==> config.mk <==
export PLATFORM = sky130hd
export DESIGN_NAME = seq_divider_24_flat
export DESIGN_NICKNAME = d
export VERILOG_FILES = /design/src/rtl/seq_divider_24_if.sv /design/src/rtl/seq_divider_24.sv /design/src/flat_wrapper.sv
export SDC_FILE = /design/constraint.sdc
export NUM_CORES = 1
export LEC_CHECK = 0
export ABC_AREA = 0
export CAP_MARGIN = 20
export CORE_UTILIZATION = 49
export DETAILED_ROUTE_END_ITERATION = 8
export PLACE_DENSITY_LB_ADDON = 0.1
export REMOVE_ABC_BUFFERS = 1
export SLEW_MARGIN = 20
export SYNTH_ARGS = -nofsm -noshare
export SYNTH_HDL_FRONTEND = slang
export SYNTH_SLANG_ARGS = --single-unit
export TNS_END_PERCENT = 1
==> constraint.sdc <==
create_clock -name clk -period 8.7 [get_ports clk]
set_clock_uncertainty 0.2 [all_clocks]
set_input_delay 0.87 -clock clk [delete_from_list [all_inputs] [get_ports clk]]
set_output_delay 0.87 -clock clk [all_outputs]
set_load 0.005 [all_outputs]
==> src/rtl/seq_divider_24_if.sv <==
// Start/done handshake and operand/result bus of the sequential divider.
`timescale 1ns/1ps
interface seq_divider_24_if #(
  parameter int WIDTH = 24
);
  logic             start;
  logic [WIDTH-1:0] dividend;
  logic [WIDTH-1:0] divisor;
  logic             busy;
  logic             done;
  logic [WIDTH-1:0] quotient;
  logic [WIDTH-1:0] remainder;
  logic             div_by_zero;

  modport master (
    output start, dividend, divisor,
    input  busy, done, quotient, remainder, div_by_zero
  );

  modport slave (
    input  start, dividend, divisor,
    output busy, done, quotient, remainder, div_by_zero
  );
endinterface

==> src/rtl/seq_divider_24.sv <==
// Radix-2 restoring divider, one quotient bit per clock, start/done handshake.
// Optional SIGNED_DIV_EN: two's-complement operands with sign fix-up on DONE.
`timescale 1ns/1ps
module seq_divider_24 #(
  parameter int WIDTH = 24,
  parameter int CNT_W = 5
) (
  input  logic              clk,
  input  logic              rst_n,
  seq_divider_24_if.slave   bus
);

  typedef enum logic [1:0] {
    S_IDLE,
    S_RUN,
    S_DONE
  } state_t;

  state_t           state_q;
  logic [CNT_W-1:0] cnt_q;
  logic [WIDTH-1:0] q_q;
  logic [WIDTH-1:0] d_q;
  logic [WIDTH-1:0] r_q;
  logic             dbz_pend_q;
  logic             busy_q;
  logic             done_q;
  logic [WIDTH-1:0] quo_q;
  logic [WIDTH-1:0] rem_q;
  logic             dbz_q;
`ifdef SIGNED_DIV_EN
  logic             neg_quo_q;
  logic             neg_rem_q;
`endif

  // Partial remainder stays below the divisor, so only the shifted value
  // needs the extra bit; its WIDTH+1-bit difference has a valid sign bit.
  logic [WIDTH:0]   r_shift;
  logic [WIDTH:0]   trial;
  logic [WIDTH-1:0] cap_a;
  logic [WIDTH-1:0] cap_b;
  logic [WIDTH-1:0] res_quo;
  logic [WIDTH-1:0] res_rem;

  always_comb begin
    r_shift = {r_q, q_q[WIDTH-1]};
    trial   = r_shift - {1'b0, d_q};
`ifdef SIGNED_DIV_EN
    cap_a   = bus.dividend[WIDTH-1] ? -bus.dividend : bus.dividend;
    cap_b   = bus.divisor[WIDTH-1]  ? -bus.divisor  : bus.divisor;
    res_quo = (neg_quo_q && !dbz_pend_q) ? -q_q : q_q;
    res_rem = (neg_rem_q && !dbz_pend_q) ? -r_q : r_q;
`else
    cap_a   = bus.dividend;
    cap_b   = bus.divisor;
    res_quo = q_q;
    res_rem = r_q;
`endif
  end

  always_ff @(posedge clk or negedge rst_n) begin
    if (!rst_n) begin
      state_q    <= S_IDLE;
      cnt_q      <= '0;
      q_q        <= '0;
      d_q        <= '0;
      r_q        <= '0;
      dbz_pend_q <= 1'b0;
      busy_q     <= 1'b0;
      done_q     <= 1'b0;
      quo_q      <= '0;
      rem_q      <= '0;
      dbz_q      <= 1'b0;
`ifdef SIGNED_DIV_EN
      neg_quo_q  <= 1'b0;
      neg_rem_q  <= 1'b0;
`endif
    end else begin
      done_q <= 1'b0;
      case (state_q)
        S_IDLE: begin
          if (bus.start) begin
            busy_q <= 1'b1;
            dbz_q  <= 1'b0;
            d_q    <= cap_b;
`ifdef SIGNED_DIV_EN
            neg_quo_q <= bus.dividend[WIDTH-1] ^ bus.divisor[WIDTH-1];
            neg_rem_q <= bus.dividend[WIDTH-1];
`endif
            if (bus.divisor == '0) begin
              // Zero divisor skips RUN; the raw dividend is the remainder.
              q_q        <= '1;
              r_q        <= bus.dividend;
              dbz_pend_q <= 1'b1;
              state_q    <= S_DONE;
            end else begin
              q_q        <= cap_a;
              r_q        <= '0;
              dbz_pend_q <= 1'b0;
              cnt_q      <= CNT_W'(WIDTH - 1);
              state_q    <= S_RUN;
            end
          end
        end
        S_RUN: begin
          q_q <= {q_q[WIDTH-2:0], ~trial[WIDTH]};
          r_q <= trial[WIDTH] ? r_shift[WIDTH-1:0] : trial[WIDTH-1:0];
          if (cnt_q == '0) begin
            state_q <= S_DONE;
          end else begin
            cnt_q <= cnt_q - CNT_W'(1);
          end
        end
        S_DONE: begin
          done_q  <= 1'b1;
          quo_q   <= res_quo;
          rem_q   <= res_rem;
          dbz_q   <= dbz_pend_q;
          busy_q  <= 1'b0;
          state_q <= S_IDLE;
        end
        default: state_q <= S_IDLE;
      endcase
    end
  end

  assign bus.busy        = busy_q;
  assign bus.done        = done_q;
  assign bus.quotient    = quo_q;
  assign bus.remainder   = rem_q;
  assign bus.div_by_zero = dbz_q;

endmodule

==> src/flat_wrapper.sv <==
// flat-port wrapper written by rule: the top's interface ports become plain ports
module seq_divider_24_flat 
#(
  parameter int WIDTH = 24,
  parameter int CNT_W = 5
)
  (clk, rst_n, bus_start, bus_dividend, bus_divisor, bus_busy, bus_done, bus_quotient, bus_remainder, bus_div_by_zero);
  seq_divider_24_if #(.WIDTH(WIDTH)) bus_i ();
  input  logic clk;
  input  logic rst_n;
  input wire logic [$bits(bus_i.start)-1:0] bus_start;
  input wire logic [$bits(bus_i.dividend)-1:0] bus_dividend;
  input wire logic [$bits(bus_i.divisor)-1:0] bus_divisor;
  output wire logic [$bits(bus_i.busy)-1:0] bus_busy;
  output wire logic [$bits(bus_i.done)-1:0] bus_done;
  output wire logic [$bits(bus_i.quotient)-1:0] bus_quotient;
  output wire logic [$bits(bus_i.remainder)-1:0] bus_remainder;
  output wire logic [$bits(bus_i.div_by_zero)-1:0] bus_div_by_zero;
  assign bus_i.start = bus_start;
  assign bus_i.dividend = bus_dividend;
  assign bus_i.divisor = bus_divisor;
  assign bus_busy = bus_i.busy;
  assign bus_done = bus_i.done;
  assign bus_quotient = bus_i.quotient;
  assign bus_remainder = bus_i.remainder;
  assign bus_div_by_zero = bus_i.div_by_zero;
  seq_divider_24 #(.WIDTH(WIDTH), .CNT_W(CNT_W)) u_core (.clk(clk), .rst_n(rst_n), .bus(bus_i));
endmodule
### Yosys cells after proc, flatten, opt, wreduce, memory -nomap -nowiden

Cells that the tools add are included.

* bitwise gates (word level): 1
* reductions and logical operators: 10
* equal/unequal tests: 6
* $add $sub $neg: 2
* mux-type cells: 21

Operators by type and width (count)
* $mux 24: 5
* $pmux 24 s2: 2
* $sub 25x24->25: 1
* $logic_not 24->1: 1
* $mux 5: 3
* $pmux 5 s2: 1
* $reduce_and 2->1: 4
* $mux 2: 3
* $ne 2x2->1 const B: 3
* $logic_not 5->1: 1
* $sub 5x1->5 const B: 1
* $mux 1: 4
* $pmux 1 s2: 2
* $pmux 2 s2: 1
* $reduce_and 4->1: 1
* $reduce_bool 2->1: 2
* $eq 2x1->1 const B: 1
* $eq 2x2->1 const B: 1
* $logic_not 2->1: 1
* $ne 2x1->1 const B: 1
* $not 1->1: 1

* bits in registers: 131
* output and inout port bits: 51
* word-level logic and storage cells: 51
* input port bits: 51

### Longest topological paths before layout

Gate-level depths: netlist of the first run.

* depth after elaboration: 4
* mapped depth: 13
* depth with buffers taken out: 12

### Least setup slack after synthesis of the first run

Ideal clock, no wire load.

* kind: flip-flop to flip-flop
* start: register u_core.q_q[23]
* end: register u_core.r_q[16]
* data arrival time: 2.456 ns
* clock period less this slack: 2.791 ns
* stages on the path, launching flop included: 14
* setup time: 0.134 ns
* path slack: 5.909 ns
* required time: 8.366 ns
* buffers on the path: 1
* cells stage by stage: dfrtp_1 > inv_1 > ha_1 > inv_1 > fa_1 > a211oi_2 > o211ai_1 > and3b_1 > o21a_1 > o21ai_4 > nand2_2 > buf_6 > a31oi_4 > o31ai_2

* cells in the longest elaborated chain, start to end: 3

Ends and longest elaborated chain
* start, declared: RTL line seq_divider_24.sv:21 `logic [WIDTH-1:0] q_q;`
* start signal, assigned: RTL line seq_divider_24.sv:96 `q_q <= cap_a;`
* start signal, assigned: RTL line seq_divider_24.sv:105 `q_q <= {q_q[WIDTH-2:0], ~trial[WIDTH]};`
* $sub 25x24->25: RTL line seq_divider_24.sv:46 `trial = r_shift - {1'b0, d_q};`
* $mux 24: RTL line seq_divider_24.sv:106 `r_q <= trial[WIDTH] ? r_shift[WIDTH-1:0] : trial[WIDTH-1:0];`
* $pmux 24 s2: RTL line seq_divider_24.sv:79 `case (state_q)`
* end signal, assigned: RTL line seq_divider_24.sv:92 `r_q <= bus.dividend;`
* end signal, assigned: RTL line seq_divider_24.sv:106
* end, declared: RTL line seq_divider_24.sv:23 `logic [WIDTH-1:0] r_q;`

No other way between the ends.
A chain may end at the register's enable or synchronous reset.

### Worst setup path in the final report of the first run

* start: register u_core.q_q[23]
* end: register u_core.r_q[0]

* cells in the longest elaborated chain, start to end: 3

Ends and longest elaborated chain (RTL line)
* $sub 25x24->25: seq_divider_24.sv:46
* $mux 24 *: seq_divider_24.sv:106
* $pmux 24 s2 *: seq_divider_24.sv:79

Mark *: on every way between the ends. The rest lies on a longest branch, timed or not.

==> flow_summary_export.csv, run 1 <==
group,metric,value,unit
outcome,status,"finished, final reports clean",
synth,synth.avg_cell_area,8.49,um2
detailed_routing,initialDrtViolationCount,420,
timing,fin_crit,3880,ps
placed_design,place_area,8200,um2
detailed_routing,drc,0,
pwr,p_seq_share,26.7,%
pwr,power-per-cell-area,476,nW/um2
synth,yosys.area.top_type,"dfrtp_1",
setup_path,crit_top_cell,"inv_1",
synth,async_flop_share,100,%
synth,yosysSeqAreaShare,46.1,%
global_route,grt_use_met1,36.2,%
placed_design,placedCellCount,1076,
cells_and_area,drive_gt1_share,6.70,%
timing,rsz0062_at_grt,"false",
timing,report.final.slew_viol_count,0,
cells_and_area,multiInputGateArea,3470,um2
floorplan,die_y,122,um
cells_and_area,n_antenna_cell,0,
setup_path,cp_max_fo,11,
timing,period_share,44.6,%
setup_path,cp_data_required_time,8840,ps
synth,synth_area_leaders,"dfrtp_1 (46%), nand2_1 (11%), ha_1 (4.6%), a21oi_1 (4.0%), o21ai_0 (3.4%)",
cells_and_area,seq_area,3280,um2
setup_path,worstPathArrival,4030,ps
clocking,clkSlewWorstSetupHoldPaths,60,ps
synth,synth_top_area_share,46.1,%
clocking,htree_num_levels,4,
setup_path,worstPathCellList,"inv_1, ha_1, inv_1, fa_1, a211oi_2, o211ai_1, and3b_1, o21a_1, nor3_2, nor2_1, mux2_1, o21ai_1",
detailed_routing,avgRoutedWirePerCell,17.4,um
global_route,use_met3,5.39,%
pwr,peakVddDrop,0.293,mV
timing,hold_viol,0,
synth,synth_warnings,0,
placed_design,pre_cts_slack,4610,ps
synth,synth_edf_count,0,
pwr,p_sw_share,44.3,%
global_route,grt_pass1_wl,31400,um
global_route,top_usage_layer,"met2",
floorplan,die_area,15000,um2
pwr,power.leakage,4.02,nW
pwr,intPower,2.33,mW
timing,max_slew.worst_pin.slew,1000,ps
synth,synthFlopType,"dfrtp_1",
synth,synth.most_common_cell,"nand2_1",
placed_design,io_buffers,101,
pwr,switchingPower,1.85,mW
synth,syn_inst,838,
pwr,combPwrFrac,56.5,%
synth,ys_types,69,
global_route,grt_util_all_layers,27.5,%
cells_and_area,area_delta_synth_final,23.4,%
setup_path,slowest_delay,630,ps
clocking,cts-root-buf,"clkbuf_16",
global_route,grt.overflow.total,0,
cells_and_area,fillers,1237,
global_route,first_global_vias,6113,
detailed_routing,first_pass_iters,6,
detailed_routing,vias,6328,
placed_design,hpwlAfterDp,13400,um
synth,yosys-top-cells-count,"nand2_1 (209), dfrtp_1 (131), a21oi_1 (57)",
timing,setup_tns,0,ps
synth,syn_area,7110,um2
clocking,cts_setup_buffers,0,
global_route,grt_max_degree,77,
timing,setup_viol,0,
synth,ys_ff_latch,131,
floorplan,num_io_pins,102,
cells_and_area,fin_area,8780,um2
detailed_routing,routed_wl,19200,um
floorplan,rows,43,
cells_and_area,nNetsFinal,993,
global_route,antenna_found_initial,0,
setup_path,critical_path_class,"reg -> reg",
clocking,cts_hold_buf,0,
clocking,max-clock-path-buffers,2,
timing,setup_ws,4820,ps
clocking,ctsResizeCount,0,
setup_path,critical_path.slowest_cell,"nor3_2",
setup_path,r2r_slack,4820,ps
timing,fmax,257,MHz
worst_hold_path,hp-class,"reg -> reg",
setup_path,crit_path_end_kind,"flop",
global_route,met2_usage,45.2,%
timing,slew_headroom,32.9,%
floorplan,core,14000,um2
setup_path,critPathLaunchType,"flop",
clocking,cts_tree,"built",
detailed_routing,antenna_left,0,
cells_and_area,layoutNonFillerInstCount,1106,
pwr,clockPowerShare,16.9,%
floorplan,die_w,122,um
clocking,cts_sinks,131,
placed_design,gp_congestion,0.893,
detailed_routing,vias_per_cell,5.72,
job,max_cap_violations,0,
clocking,cts_buffers,17,
clocking,insertion_delay,420,ps
floorplan,start_util,50.7,%
[cell usage in the layout (no fill, tap or decap), types with 20 or more instances in the layout]
master,count
nor3_1,31
o31ai_1,23
o21ai_1,20
o21ai_0,49
ha_1,26
nand2_1,209
clkdlybuf4s50_1,100
inv_1,38
nor2_1,46
dfrtp_1,131
a21oi_1,57
nand3_1,21
[layer usage]
layer	routed length, um	vias to the layer above
met3	789	25
li1	-	3032
met4	329	0
met5	0	-
met2	9480	180
met1	8640	3091
[stage by stage]
stage | hold WS (ps) | util (%) | power (mW)
floorplan | 261 | - | 2.68
global placement | 257 | 58.3 | 3.39
detailed placement | 263 | 58.4 | 3.46
CTS | 277 | 62.5 | 4.18
global route | 300 | 62.5 | 4.52
finish | 270 | 62.5 | 4.18
[path summary, 6_finish.rpt]
kind / from / endpoint / depth (start not counted)
max: u_core.q_q[23]$_DFFE_PN0P_ / u_core.r_q[0]$_DFFE_PN0P_ / 12
min: u_core.bus.remainder[11]$_DFFE_PN0P_ / u_core.bus.remainder[11]$_DFFE_PN0P_ / 2
max reg2reg: u_core.q_q[23]$_DFFE_PN0P_ / u_core.r_q[0]$_DFFE_PN0P_ / 12
min reg2reg: u_core.bus.remainder[11]$_DFFE_PN0P_ / u_core.bus.remainder[11]$_DFFE_PN0P_ / 2
max in group asynchronous: rst_n / u_core.r_q[6]$_DFFE_PN0P_ / 2
min in group asynchronous: rst_n / u_core.bus.quotient[18]$_DFFE_PN0P_ / 1
[worst max-delay path, delay by kind of cell (launching register included)]
family	cells	cell delay, ps
AND/OR/NAND/NOR	3	1300
AO/OA/AOI/OAI	4	720
adder cells (fa/ha/maj)	2	620
multiplexers	1	420
flip-flops	1	360
buffers and inverters	2	180
[logic make-up (layout without fill, tap and decap cells)]
| family | count (synthesis) | count (layout) | synth area share, % |
|---|---|---|---|
| flops | 131 | 131 | 46.1 |
| buf+inv | 91 | 179 | 5.38 |
| fa+ha+maj | 27 | 27 | 4.85 |
| xor+xnor | 20 | 20 | 2.46 |
| simple gates | 358 | 358 | 22.0 |
| mux | 7 | 7 | 1.04 |
| compound gates | 204 | 204 | 18.2 |
[power groups by stage]
stage / Sequential (mW) / Combinational, mW / Clock [mW]
after floorplan: 1.07 / 1.61 / 0
after global placement: 1.11 / 2.29 / 0
after detailed placement: 1.12 / 2.34 / 0
after CTS: 1.11 / 2.35 / 0.714
after global routing: 1.15 / 2.63 / 0.741
final: 1.11 / 2.36 / 0.704
[area by class of cell]
class	instances	share of cell area, %
multi-input cells	616	39.6
repair buffers	110	12.3
clock inverters	9	1.21
well taps	180	2.57
inverters	39	1.67
clock buffers	21	5.36
flip-flops and latches	131	37.4
[sequential cells by signal, summed over array words and instances, names as in the netlist]
register,count
u_core.bus.quotient,24
u_core.bus.remainder,24
u_core.d_q,24
u_core.q_q,24
u_core.r_q,24
u_core.cnt_q,5
u_core.state_q,2
u_core.bus.busy,1
u_core.bus.div_by_zero,1
u_core.bus.done,1
u_core.dbz_pend_q,1
No activity file was read; power rests on OpenSTA's default activity.
==> run 2: changes to the inputs <==
==> constraint.sdc (replaced) <==
create_clock -name clk -period 3.59 [get_ports clk]
set_clock_uncertainty 0.2 [all_clocks]
set_input_delay 0.359 -clock clk [delete_from_list [all_inputs] [get_ports clk]]
set_output_delay 0.359 -clock clk [all_outputs]
set_load 0.005 [all_outputs]
==> flow_summary_export.csv, run 2 (synthesis results as in run 1) <==
group,metric,value,unit
outcome,status,"finished, final reports clean",
clocking,cts_tree,"built",
detailed_routing,drc,0,
setup_path,cp_max_fo,11,
timing,setup_tns,0,ps
worst_hold_path,hp-class,"reg -> reg",
setup_path,critPathLaunchType,"flop",
floorplan,num_io_pins,102,
detailed_routing,first_pass_iters,7,
detailed_routing,initialDrtViolationCount,369,
detailed_routing,routed_wl,19500,um
global_route,first_global_vias,6317,
pwr,peakVddDrop,0.543,mV
cells_and_area,n_antenna_cell,0,
timing,fmax,305,MHz
setup_path,crit_path_end_kind,"flop",
timing,max_slew.worst_pin.slew,943,ps
clocking,cts_sinks,131,
global_route,grt.overflow.total,0,
timing,setup_viol,0,
cells_and_area,fin_util,63.2,%
timing,fin_crit,3280,ps
clocking,htree_num_levels,4,
setup_path,critical_path.slowest_cell,"fa_1",
cells_and_area,fin_area,8880,um2
setup_path,slowest_delay,420,ps
global_route,grt_pass1_wl,31700,um
setup_path,worstPathCellList,"inv_1, ha_1, inv_1, fa_1, a211oi_2, o211ai_1, and3b_1, o21ai_1, a21oi_2, nor2_1, buf_4, mux2i_1, o21ai_1",
clocking,insertion_delay,430,ps
cells_and_area,nNetsFinal,1000,
cells_and_area,final_cell_mix,"nand2_1 (209), dfrtp_1 (131), clkdlybuf4s50_1 (100)",
global_route,antenna_found_initial,0,
job,max_cap_violations,0,
cells_and_area,fillers,1209,
cells_and_area,seq_area,3280,um2
cells_and_area,multiInputGateArea,3470,um2
floorplan,die_w,122,um
clocking,cts_buffers,17,
detailed_routing,avgRoutedWirePerCell,17.5,um
worst_hold_path,hold_start,"u_core.bus.remainder[21]$_DFFE_PN0P_",
pwr,power.leakage,4.07,nW
timing,hold_viol,0,
cells_and_area,area_delta_synth_final,24.9,%
clocking,max-clock-path-buffers,2,
setup_path,r2r_slack,310,ps
detailed_routing,vias_per_cell,5.65,
detailed_routing,vias,6304,
worst_hold_path,hold_end,"u_core.bus.remainder[21]$_DFFE_PN0P_",
floorplan,die_area,15000,um2
setup_path,regToRegEndpoint,"u_core.r_q[20]$_DFFE_PN0P_",
pwr,finalPower,10.4,mW
worst_hold_path,holdPathStages,2,
timing,report.final.slew_viol_count,0,
setup_path,worstPathArrival,3360,ps
cells_and_area,drive_gt1_share,7.59,%
timing,rsz0062_at_grt,"false",
setup_path,path_delay_family,"compound AO/OA/AOI/OAI gates",
global_route,grt_util_all_layers,28.0,%
placed_design,io_buffers,101,
placed_design,hpwlAfterDp,13900,um
setup_path,critical_path_class,"reg -> reg",
clocking,cts_setup_buffers,0,
floorplan,start_util,50.7,%
setup_path,path_buf_inv,3,
floorplan,rows,43,
pwr,power-per-cell-area,1170,nW/um2
floorplan,core,14000,um2
setup_path,cp_data_required_time,3670,ps
detailed_routing,antenna_left,0,
global_route,grt_max_degree,77,
setup_path,reg2reg_depth,13,
placed_design,place_area,8250,um2
timing,period_share,91.3,%
clocking,clkSlewWorstSetupHoldPaths,60,ps
placed_design,gp_congestion,0.904,
clocking,cts-root-buf,"clkbuf_16",
floorplan,die_y,122,um
setup_path,reg2reg_from,"u_core.q_q[23]$_DFFE_PN0P_",
timing,slew_headroom,36.3,%
cells_and_area,final_common_cell,"nand2_1",
run 2: cell types whose count changed in the layout (fill, tap and decap cells not counted), sizes merged:
cell         delta
inv             +8
buf             +6
clkbuf          -4
clkinvlp        -2
bufinv          +1
clkinv          -1
dlygate4sd3     +1
run 2: worst max path at each step:
stage	slack, ps	from	to	depth (start not counted)
3_5_place_dp	360	u_core.q_q[23]$_DFFE_PN0P_	u_core.r_q[10]$_DFFE_PN0P_	13
4_1_cts	340	u_core.q_q[23]$_DFFE_PN0P_	u_core.r_q[10]$_DFFE_PN0P_	13
5_1_grt	110	u_core.q_q[23]$_DFFE_PN0P_	u_core.r_q[10]$_DFFE_PN0P_	13
6_report	310	u_core.q_q[23]$_DFFE_PN0P_	u_core.r_q[20]$_DFFE_PN0P_	13
2_1_floorplan	-200	u_core.state_q[1]$_DFFE_PN0P_	u_core.r_q[16]$_DFFE_PN0P_	6
3_3_place_gp	470	u_core.q_q[23]$_DFFE_PN0P_	u_core.r_q[20]$_DFFE_PN0P_	13
run 2: metal layers:
layer | wire length, um | vias to the layer above | part of all wire (%) | global-route usage [%]
met5 | 0 | - | 0 | 0
met2 | 9520 | 173 | 49 | 46.2
met4 | 602 | 0 | 3.1 | 12.1
met3 | 772 | 46 | 4.0 | 5.58
li1 | - | 3046 | - | -
met1 | 8610 | 3039 | 44 | 35.7
run 2: metrics by stage:
step                hold WS [ps]  std cells  worst slack, ps
finish                       273       1115              313
global route                 292       1115              111
CTS                          277       1115              342
detailed placement           261       1082              363
global placement             253       1082              471
floorplan                   -137        786             -205
run 2: layout make-up:
cell class                 count  area share (%)
multi-input combinational    616            39.0
sequential                   131            36.9
timing repair buffer         117            12.9
clock buffer                  17            4.79
tap                          180            2.54
clock inverter                15            2.20
inverter                      39            1.65
run 2: worst register-to-register path: stages (launching register included):
cell and delay (ps):
dfrtp_1 360, inv_1 100, ha_1 190, inv_1 60
fa_1 420, a211oi_2 250, o211ai_1 160, and3b_1 220
o21ai_1 250, a21oi_2 220, nor2_1 220, buf_4 220
mux2i_1 210, o21ai_1 80
run 2: what timing repair did:
action	CTS	global route
hold endpoints to repair	55	0
resized for setup	0	0
hold buffers	1	0
setup endpoints to repair	0	0
run 2: power by group:
| part | leakage, nW | internal, mW | switching [mW] | total, mW |
|---|---|---|---|---|
| clock | 0.303 | 1.11 | 0.725 | 1.84 |
| sequential | 1.62 | 2.21 | 0.483 | 2.69 |
| combinational | 2.15 | 2.42 | 3.40 | 5.82 |
==> run 3: changes to the inputs <==
--- a/config.mk
+++ b/config.mk
@@ -5,9 +5,11 @@
 export SDC_FILE = /design/constraint.sdc
 export NUM_CORES = 1
 export LEC_CHECK = 0
-export ABC_AREA = 0
+export ABC_AREA = 1
+export ABC_CLOCK_PERIOD_IN_PS = 3590
 export CAP_MARGIN = 20
 export CORE_UTILIZATION = 49
+export CTS_BUF_LIST = sky130_fd_sc_hd__clkbuf_8
 export DETAILED_ROUTE_END_ITERATION = 8
 export PLACE_DENSITY_LB_ADDON = 0.1
 export REMOVE_ABC_BUFFERS = 1
==> flow_summary_export.csv, run 3 <==
group,metric,value,unit
cells_and_area,n_antenna_cell,0,
clocking,cts_tree,"built",
setup_path,path_buf_inv,2,
timing,slew_headroom,45.0,%
synth,synthAdderAreaFrac,4.30,%
clocking,insertion_delay,460,ps
clocking,clkSlewWorstSetupHoldPaths,80,ps
clocking,cts_sinks,131,
global_route,grt_pass1_wl,33300,um
cells_and_area,final_common_cell,"nand2_1",
synth,synth_compound_gate_area_share,14.6,%
synth,syn_inst,1089,
detailed_routing,routed_wl,20000,um
synth,syn_area,8030,um2
floorplan,start_util,50.3,%
cells_and_area,final_cell_mix,"nand2_1 (283), inv_1 (203), dfrtp_1 (131)",
synth,yosys.area.top_type,"dfrtp_1",
timing,hold_viol,0,
cells_and_area,nNetsFinal,1258,
clocking,max-clock-path-buffers,2,
synth,synth-xor-area-share,1.09,%
synth,ys_ff_latch,131,
worst_hold_path,hp-class,"in -> reg",
detailed_routing,first_pass_iters,5,
floorplan,rows,46,
setup_path,worstPathCellList,"inv_1, ha_1, inv_1, fa_1, nand2_1, nand2_1, nand3_1, nand2_2, nand2_2, nand4_4, nand2_4, nand2_1, nand2_1, nand2_1, a21oi_1",
clocking,ctsResizeCount,0,
timing,setup_viol,0,
global_route,grt_util_all_layers,25.5,%
synth,synth-simple-area-share,26.8,%
clocking,cts-root-buf,"clkbuf_8",
timing,max_slew.worst_pin.slew,824,ps
global_route,first_global_vias,6727,
setup_path,critical_path.slowest_cell,"fa_1",
setup_path,reg2reg_depth,15,
synth,synth_mux_area_share,0,%
cells_and_area,drive_gt1_share,10.2,%
global_route,use_met3,3.98,%
setup_path,crit_path_end_kind,"flop",
floorplan,die_w,130,um
setup_path,crit_top_cell,"nand2_1",
setup_path,worstPathArrival,3090,ps
floorplan,die_area,16900,um2
synth,synth_top_family_by_area,"simple AND/OR/NAND/NOR gates",
global_route,top_usage_layer,"met2",
clocking,htree_num_levels,4,
detailed_routing,vias,7032,
timing,fin_crit,2900,ps
setup_path,critical_path_class,"reg -> reg",
placed_design,io_buffers,101,
global_route,met2_usage,42.7,%
timing,report.final.slew_viol_count,0,
placed_design,pre_cts_slack,705,ps
floorplan,num_io_pins,102,
global_route,grt_use_met1,34.2,%
placed_design,gp_congestion,0.896,
worst_hold_path,hold_start,"bus_divisor[1]",
global_route,antenna_found_initial,0,
global_route,grt_max_degree,73,
synth,synth_warnings,0,
setup_path,slowest_delay,450,ps
cells_and_area,area_delta_synth_final,19.6,%
setup_path,cp_data_required_time,3780,ps
timing,rsz0062_at_grt,"false",
synth,synthFlopType,"dfrtp_1",
cells_and_area,fin_util,60.2,%
detailed_routing,antenna_left,0,
synth,synth_edf_count,0,
synth,synth.avg_cell_area,7.37,um2
detailed_routing,avgRoutedWirePerCell,14.2,um
setup_path,cp_max_fo,25,
global_route,grt.overflow.total,0,
detailed_routing,initialDrtViolationCount,364,
setup_path,critPathLaunchType,"flop",
synth,ys_types,34,
clocking,cts_setup_buffers,0,
worst_hold_path,hold_end,"u_core.d_q[1]$_DFFE_PN0P_",
floorplan,core,15900,um2
synth,synth_top_area_share,40.8,%
floorplan,die_y,130,um
synth,yosys-top-cells-count,"nand2_1 (283), inv_1 (204), dfrtp_1 (131)",
setup_path,r2r_slack,690,ps
job,max_cap_violations,0,
worst_hold_path,holdPathStages,3,
setup_path,path_delay_family,"simple AND/OR/NAND/NOR gates",
timing,fmax,345,MHz
setup_path,reg2reg_from,"u_core.q_q[23]$_DFFE_PN0P_",
synth,synth.most_common_cell,"nand2_1",
timing,period_share,80.8,%
synth,async_flop_share,100,%
synth,yosysSeqAreaShare,40.8,%
clocking,cts_buffers,17,
synth,synth_area_leaders,"dfrtp_1 (41%), nand2_1 (13%), inv_1 (9.5%), o21ai_0 (5.9%), ha_1 (4.1%)",
detailed_routing,drc,0,
placed_design,hpwlAfterDp,14500,um
setup_path,regToRegEndpoint,"u_core.r_q[19]$_DFFE_PN0P_",
clocking,cts_hold_buf,1,
timing,setup_ws,690,ps
detailed_routing,vias_per_cell,4.99,
outcome,status,"finished, final reports clean",
run 3: cell count changes in the layout (fill, tap and decap cells not counted), sizes merged, moves of 20 or more:
cell	delta
inv	+163
a21oi	+25
nor3	-30
nor2	+20
nand3	+49
nand2	+98
o31ai	-24
o21ai	+24
run 3: cell type report:
| class | instances | area (um2) |
|---|---|---|
| multi-input cells | 710 | 3770 |
| clock inverters | 14 | 156 |
| repair buffers | 115 | 1120 |
| well taps | 216 | 270 |
| fillers | 1558 | 6340 |
| clock buffers | 17 | 234 |
| flip-flops and latches | 131 | 3280 |
| inverters | 205 | 769 |
run 3: kinds of logic (layout without fill, tap and decap cells):
logic type,after synthesis,in the layout
flip-flops,131,131
buffers and inverters,248,351
XOR/XNOR,10,10
AND/OR/NAND/NOR,469,469
adder cells (fa/ha/maj),27,27
AO/OA/AOI/OAI,204,204
run 3: routing by layer:
layer  part of all wire (%)  routed length [um]
met1                     48                9660
met2                     47                9450
met3                    2.9                 583
met4                    1.6                 322
met5                      0                   0
run 3: how the worst max path moves through the flow:
stage | end | slack [ps] | cells past startpoint | from
after floorplan | u_core.q_q[10]$_DFFE_PN0P_ | -1150 | 6 | u_core.state_q[1]$_DFFE_PN0P_
after global placement | u_core.r_q[19]$_DFFE_PN0P_ | 750 | 15 | u_core.q_q[23]$_DFFE_PN0P_
after detailed placement | u_core.r_q[19]$_DFFE_PN0P_ | 700 | 15 | u_core.q_q[23]$_DFFE_PN0P_
after CTS | u_core.r_q[19]$_DFFE_PN0P_ | 690 | 15 | u_core.q_q[23]$_DFFE_PN0P_
after global routing | u_core.r_q[20]$_DFFE_PN0P_ | 430 | 15 | u_core.q_q[23]$_DFFE_PN0P_
final | u_core.r_q[19]$_DFFE_PN0P_ | 690 | 15 | u_core.q_q[23]$_DFFE_PN0P_
run 3: metrics by stage:
| step | setup TNS, ps | instances | instance area [um2] | hold WS, ps |
|---|---|---|---|---|
| after global routing | 0 | 1408 | 9600 | 276 |
| after global placement | 0 | 1376 | 9200 | 216 |
| after CTS | 0 | 1408 | 9600 | 259 |
| after detailed placement | 0 | 1376 | 9200 | 218 |
| after floorplan | -49910 | 1046 | 7810 | -137 |
| final | 0 | 1408 | 9600 | 268 |
run 3: tightest hold or removal path, delay by kind of cell:
kind	cells	cell delay, ps
AOI/OAI and AO/OA	1	70
buffers and inverters	2	450
Power of run 3 is not shown: default switching activity piles up to over one toggle a cycle in this logic, so the estimate is an artifact.
